--- src/rtl/pipe_hazard_ctrl.sv ---
// Front-end stall/flush controller: stall and flush generation for NUM_STAGES
// in-order stages, post-redirect refill window, stall watchdog, perf counters.
module pipe_hazard_ctrl #(
    parameter int unsigned NUM_STAGES = 3,
    parameter int unsigned REFILL_CYC = 1,
    parameter int unsigned TIMEOUT    = 1024,
    parameter int unsigned CNT_W      = 16,
    localparam int unsigned LVL_W     = $clog2(NUM_STAGES)
) (
    input  logic                  clk,
    input  logic                  rst_n,
    input  logic                  if_en,
    input  logic [NUM_STAGES-1:0] stall_req,
    input  logic [NUM_STAGES-1:0] flush_req,
    input  logic                  perf_clr,
    output logic [NUM_STAGES-1:0] stage_stall,
    output logic [NUM_STAGES-1:0] stage_flush,
    output logic                  pc_redirect,
    output logic [LVL_W-1:0]      redirect_lvl,
    output logic                  allocate_en,
    output logic                  refill,
    output logic                  deadlock,
    output logic [CNT_W-1:0]      stall_cycles,
    output logic [CNT_W-1:0]      flush_count
);

    localparam int unsigned RF_W = (REFILL_CYC > 1) ? $clog2(REFILL_CYC + 1) : 1;
    localparam int unsigned WD_W = $clog2(TIMEOUT + 1);

    typedef enum logic {
        RUN,
        REFILL
    } state_e;

    state_e            state_q, state_d;
    logic [RF_W-1:0]   rcnt_q, rcnt_d;
    logic [WD_W-1:0]   wd_q, wd_d;
    logic              deadlock_q, deadlock_d;
    logic [CNT_W-1:0]  stall_cycles_q, stall_cycles_d;
    logic [CNT_W-1:0]  flush_count_q, flush_count_d;

    logic [NUM_STAGES-1:0] flush_or;
    logic [NUM_STAGES-1:0] stall_or;

    // Suffix ORs: a request at stage k affects every stage j <= k.
    for (genvar j = 0; j < NUM_STAGES; j++) begin : g_suffix
        assign flush_or[j] = |flush_req[NUM_STAGES-1:j];
        assign stall_or[j] = |stall_req[NUM_STAGES-1:j];
    end

    always_comb begin
        pc_redirect  = flush_or[0];
        stage_flush  = {flush_or[NUM_STAGES-1:1], 1'b0};
        // flush_or[0] equals pc_redirect, so one mask covers stage 0 as well
        stage_stall  = stall_or & ~flush_or;
        redirect_lvl = '0;
        for (int unsigned k = 1; k < NUM_STAGES; k++) begin
            if (flush_req[k]) begin
                redirect_lvl = LVL_W'(k);
            end
        end
    end

    assign refill      = (state_q == REFILL);
    assign allocate_en = rst_n & if_en & ~stage_stall[NUM_STAGES-1] & ~refill & ~pc_redirect;

    always_comb begin
        state_d = state_q;
        rcnt_d  = rcnt_q;
        case (state_q)
            RUN: begin
                if (pc_redirect && (REFILL_CYC > 0)) begin
                    state_d = REFILL;
                    rcnt_d  = RF_W'(REFILL_CYC);
                end
            end
            REFILL: begin
                if (pc_redirect) begin
                    rcnt_d = RF_W'(REFILL_CYC);
                end else if (rcnt_q == RF_W'(1)) begin
                    state_d = RUN;
                    rcnt_d  = '0;
                end else begin
                    rcnt_d = rcnt_q - 1'b1;
                end
            end
            default: begin
                state_d = RUN;
                rcnt_d  = '0;
            end
        endcase
    end

    always_comb begin
        wd_d           = '0;
        stall_cycles_d = stall_cycles_q;
        flush_count_d  = flush_count_q;
        if (stage_stall[0]) begin
            wd_d = (wd_q == WD_W'(TIMEOUT)) ? wd_q : wd_q + 1'b1;
            if (stall_cycles_q != '1) begin
                stall_cycles_d = stall_cycles_q + 1'b1;
            end
        end
        if (pc_redirect && (flush_count_q != '1)) begin
            flush_count_d = flush_count_q + 1'b1;
        end
        deadlock_d = deadlock_q | (wd_d == WD_W'(TIMEOUT));
        if (perf_clr) begin
            wd_d           = '0;
            deadlock_d     = 1'b0;
            stall_cycles_d = '0;
            flush_count_d  = '0;
        end
    end

    always_ff @(posedge clk or negedge rst_n) begin
        if (!rst_n) begin
            state_q        <= RUN;
            rcnt_q         <= '0;
            wd_q           <= '0;
            deadlock_q     <= 1'b0;
            stall_cycles_q <= '0;
            flush_count_q  <= '0;
        end else begin
            state_q        <= state_d;
            rcnt_q         <= rcnt_d;
            wd_q           <= wd_d;
            deadlock_q     <= deadlock_d;
            stall_cycles_q <= stall_cycles_d;
            flush_count_q  <= flush_count_d;
        end
    end

    assign deadlock     = deadlock_q;
    assign stall_cycles = stall_cycles_q;
    assign flush_count  = flush_count_q;

endmodule

--- config.mk ---
export PLATFORM = sky130hd
export DESIGN_NAME = pipe_hazard_ctrl
export DESIGN_NICKNAME = d
export VERILOG_FILES = /design/src/rtl/pipe_hazard_ctrl.sv
export SDC_FILE = /design/constraint.sdc
export NUM_CORES = 1
export LEC_CHECK = 0
export ABC_AREA = 1
export CORE_MARGIN = 4
export CORE_UTILIZATION = 49
export DETAILED_ROUTE_END_ITERATION = 10
export PLACE_DENSITY_LB_ADDON = 0.12
export RECOVER_POWER = 50
export SYNTH_ARGS = -nofsm -noshare
export SYNTH_HDL_FRONTEND = slang
export SYNTH_SLANG_ARGS = --single-unit
--- constraint.sdc ---
create_clock -name clk -period 3.8 [get_ports clk]
set_input_delay 0.57 -clock clk [delete_from_list [all_inputs] [get_ports clk]]
set_output_delay 0.57 -clock clk [all_outputs]
set_load 0.01 [all_outputs]
==> summary.json <==
{
  "cts": {
    "insertion_delay_ns": 0.30,
    "tritoncts_clock_tree": "built",
    "hold_buffers": 0,
    "numClockSinks": 46,
    "cts_max_path_buffers": 2,
    "cts_max_level": 2,
    "cts_bufs_inserted": 5,
    "clock_transition_at_the_registers_of_the_reported_paths_ns": 0.08,
    "clock_root_buffer_master": "sky130_fd_sc_hd__clkbuf_8",
    "cts_resized": 0,
    "postCtsSetupBuffers": 0
  },
  "timing": {
    "finClkSkew_ns": 0.005945,
    "tightest_slew_ns": 2.436,
    "finalHoldViolCount": 0,
    "worst_slew_margin_relative_to_its_limit": -0.6237,
    "final-setup-viol-count": 0,
    "final_critical_path_setup_slack_ns": 0.9125,
    "timing.fmax_ghz": 0.3463,
    "finalCritPeriodShare": 0.7599,
    "final_layout_setup_total_negative_slack_ns": 0,
    "setup_repair_after_global_routing_missed_its_margin": "false",
    "finalCriticalPeriod_ns": 2.887,
    "hold_slack_ns": 0.5039,
    "count_of_pins_over_their_slew_limit": 47
  },
  "global_route": {
    "track_usage": 0.1888,
    "grt_max_degree": 47,
    "grt_pass1_vias": 2456,
    "grt_first_pass_wirelength_microns": 11290,
    "antenna_violations_before_repair": 0,
    "globalRouteOverflowTotal": 0
  },
  "yosys": {
    "syn-cell-area_sq_um": 2893,
    "synth.area.top_cells": "sky130_fd_sc_hd__dfrtp_1 (40%), sky130_fd_sc_hd__nand2_1 (11%), sky130_fd_sc_hd__nand3_1 (6.2%)",
    "synth_enable_flop_cells": 0,
    "yosys.cell_types.count": 37,
    "synth.net_count": 403,
    "synth_top_area_frac": 0.3979,
    "synthArstFlopShare": 1.000,
    "synth_area_leader_cell": "sky130_fd_sc_hd__dfrtp_1",
    "synth.yosys.seq_area_share": 0.3979,
    "cell_count_after_synthesis": 389,
    "yosys_warnings": 0,
    "synthFlopType": "sky130_fd_sc_hd__dfrtp_1",
    "synthesis.area_per_instance_sq_um": 7.436,
    "postSynthRegisterBits": 46
  },
  "floorplanning": {
    "dieWidth_microns": 84.84,
    "placeableCoreArea_sq_um": 5608,
    "start_util": 0.5158,
    "io_pins": 54,
    "fp.dieArea_sq_um": 7197,
    "fp-row-count": 27,
    "die_h_microns": 84.84
  },
  "finish": {
    "leading_cell_type_in_the_layout_fill_and_taps_excluded": "sky130_fd_sc_hd__nand2_1",
    "syn2layout_area_growth_pct": 21.11,
    "finalCoreUtilization": 0.6247,
    "finish.net_count": 453,
    "mostFrequentLayoutCells": "sky130_fd_sc_hd__nand2_1 (83), sky130_fd_sc_hd__nor2_1 (48), sky130_fd_sc_hd__inv_1 (48)",
    "proportion_of_layout_cells_with_a_drive_suffix_above_1": 0.08636,
    "fillers": 528,
    "antenna_cells": 0
  },
  "routing": {
    "vias_per_cell": 5.158,
    "detail-route-antenna-nets": 0,
    "wl_per_cell_microns": 12.80,
    "drt-initial-drc-count": 122,
    "postRouteWirelength_microns": 6556,
    "drcViolationCount": 0,
    "dr.pass1.iters": 4,
    "vias": 2641
  },
  "hold_path": {
    "worstHoldStart": "deadlock$_DFF_PN0_",
    "hold_class": "register to register"
  },
  "setup_path": {
    "critical_path.reg2reg.startpoint": "flush_count[0]$_DFFE_PN0P_",
    "crit_required_ns": 3.23,
    "critical_path_peak_fanout": 13,
    "critPathSlowestCell": "sky130_fd_sc_hd__dlygate4sd3_1",
    "cp_top_family": "buffers and inverters",
    "timing.critical_path.slowest_cell_delay_ns": 0.58,
    "worstSetupPathType": "input port to output pin",
    "cp-startpoint": "flush_req[2]",
    "end_kind": "output pin",
    "critPathLaunchType": "input port",
    "buffering_stage_count_on_the_worst_path_with_inverters_included": 4,
    "path_cells": "dlygate4sd3_1, inv_1, nand2_1, a21oi_4, buf_4, clkdlybuf4s50_1",
    "critPathArrivalTime_ns": 2.32
  },
  "place": {
    "place_hpwl_microns": 4894,
    "place.port_buffers": 52,
    "rd_place_congestion": 0.8202,
    "dp_slack_ns": 1.019
  },
  "power_and_ir_drop": {
    "share_seq_of_total_power": 0.554,
    "pwr-share-comb": 0.107,
    "power_mw": 0.9144,
    "cell_internal_pwr_mw": 0.6846,
    "netSwitchingFraction": 0.2513,
    "power_switching_mw": 0.2298,
    "pwr-share-clk": 0.338,
    "cellPowerDensity_nw_per_um2": 261.0,
    "power.leakage_nw": 1.567,
    "max-vdd-ir-drop_uv": 155.8
  },
  "run_status": {
    "status": "finished with violations",
    "failed_checks": "max-capacitance violations, max-slew violations"
  },
  "flow_run": {
    "max_cap_violations": 1
  }
}
==> through the flow <==
stage                     cell area, sq um  cells
final                                 3503    512
after global routing                  3503    512
after CTS                             3508    512
after detailed placement              3417    504
after global placement                3417    504
after floorplan                       2893    389
==> logic make-up (layout without fill, tap and decap cells) <==
kind of cell,after synthesis,after routing,synth area share
AO/OA/AOI/OAI,44,44,0.09213
XOR/XNOR,9,9,0.02725
adder cells (fa/ha/maj),4,4,0.01730
buffers and inverters,64,115,0.1064
flip-flops,46,46,0.3979
other,1,1,0.001296
AND/OR/NAND/NOR,221,221,0.3577
==> cell type report <==
class                   count  area, sq um  share of cell area
well taps                  72        90.09             0.02571
flip-flops and latches     46         1151              0.3286
multi-input cells         279         1434              0.4093
clock buffers               7        86.33             0.02464
inverters                  51        196.4             0.05607
repair buffers             56        540.5              0.1543
clock inverters             1        5.005            0.001429
==> sequential cells by signal, indices dropped and copies added, names as in the netlist <==
| register | flops |
|---|---|
| rcnt_q | 1 |
| refill | 1 |
| deadlock | 1 |
| stall_cycles | 16 |
| wd_q | 11 |
| flush_count | 16 |
==> tightest hold or removal path: cells and delay by family, from the launching register on <==
kind | cells | cell delay (ns)
flip-flops | 1 | 0.36
AND/OR/NAND/NOR | 2 | 0.12
==> power by group through the flow <==
stage	Clock, mW	Sequential [mW]	Combinational, mW
floorplan	0	0.518	0.0533
global placement	0	0.516	0.100
detailed placement	0	0.516	0.101
CTS	0.321	0.507	0.102
global route	0.342	0.509	0.111
finish	0.309	0.507	0.0982
==> cell usage after synthesis, drive strengths merged, types with 5 or more instances <==
cell type  number
nand3          36
buf            10
inv            50
a21oi          15
nand2          89
o21ai          24
dfrtp          46
or2             5
nand4          18
nor2           50
nor3           17
xor2            9
==> path summary, 6_finish.rpt <==
kind	to	slack (ns)	depth (start not counted)
min in group asynchronous	stall_cycles[3]$_DFFE_PN0P_	1.27	2
worst min-delay path	deadlock$_DFF_PN0_	0.50	2
max in group asynchronous	wd_q[6]$_DFF_PN0_	1.12	2
worst max-delay path	stage_stall[0]	0.91	6
worst min register to register	deadlock$_DFF_PN0_	0.50	2
worst max register to register	flush_count[14]$_DFFE_PN0P_	1.69	8
==> layer usage <==
layer	vias up	track usage	share of wire
met2	54	0.2954	0.44
li1	1363	-	-
met4	0	0.06475	0.023
met5	-	0	0
met3	13	0.04272	0.049
met1	1211	0.2589	0.48
No activity file was read; power rests on OpenSTA's default activity.
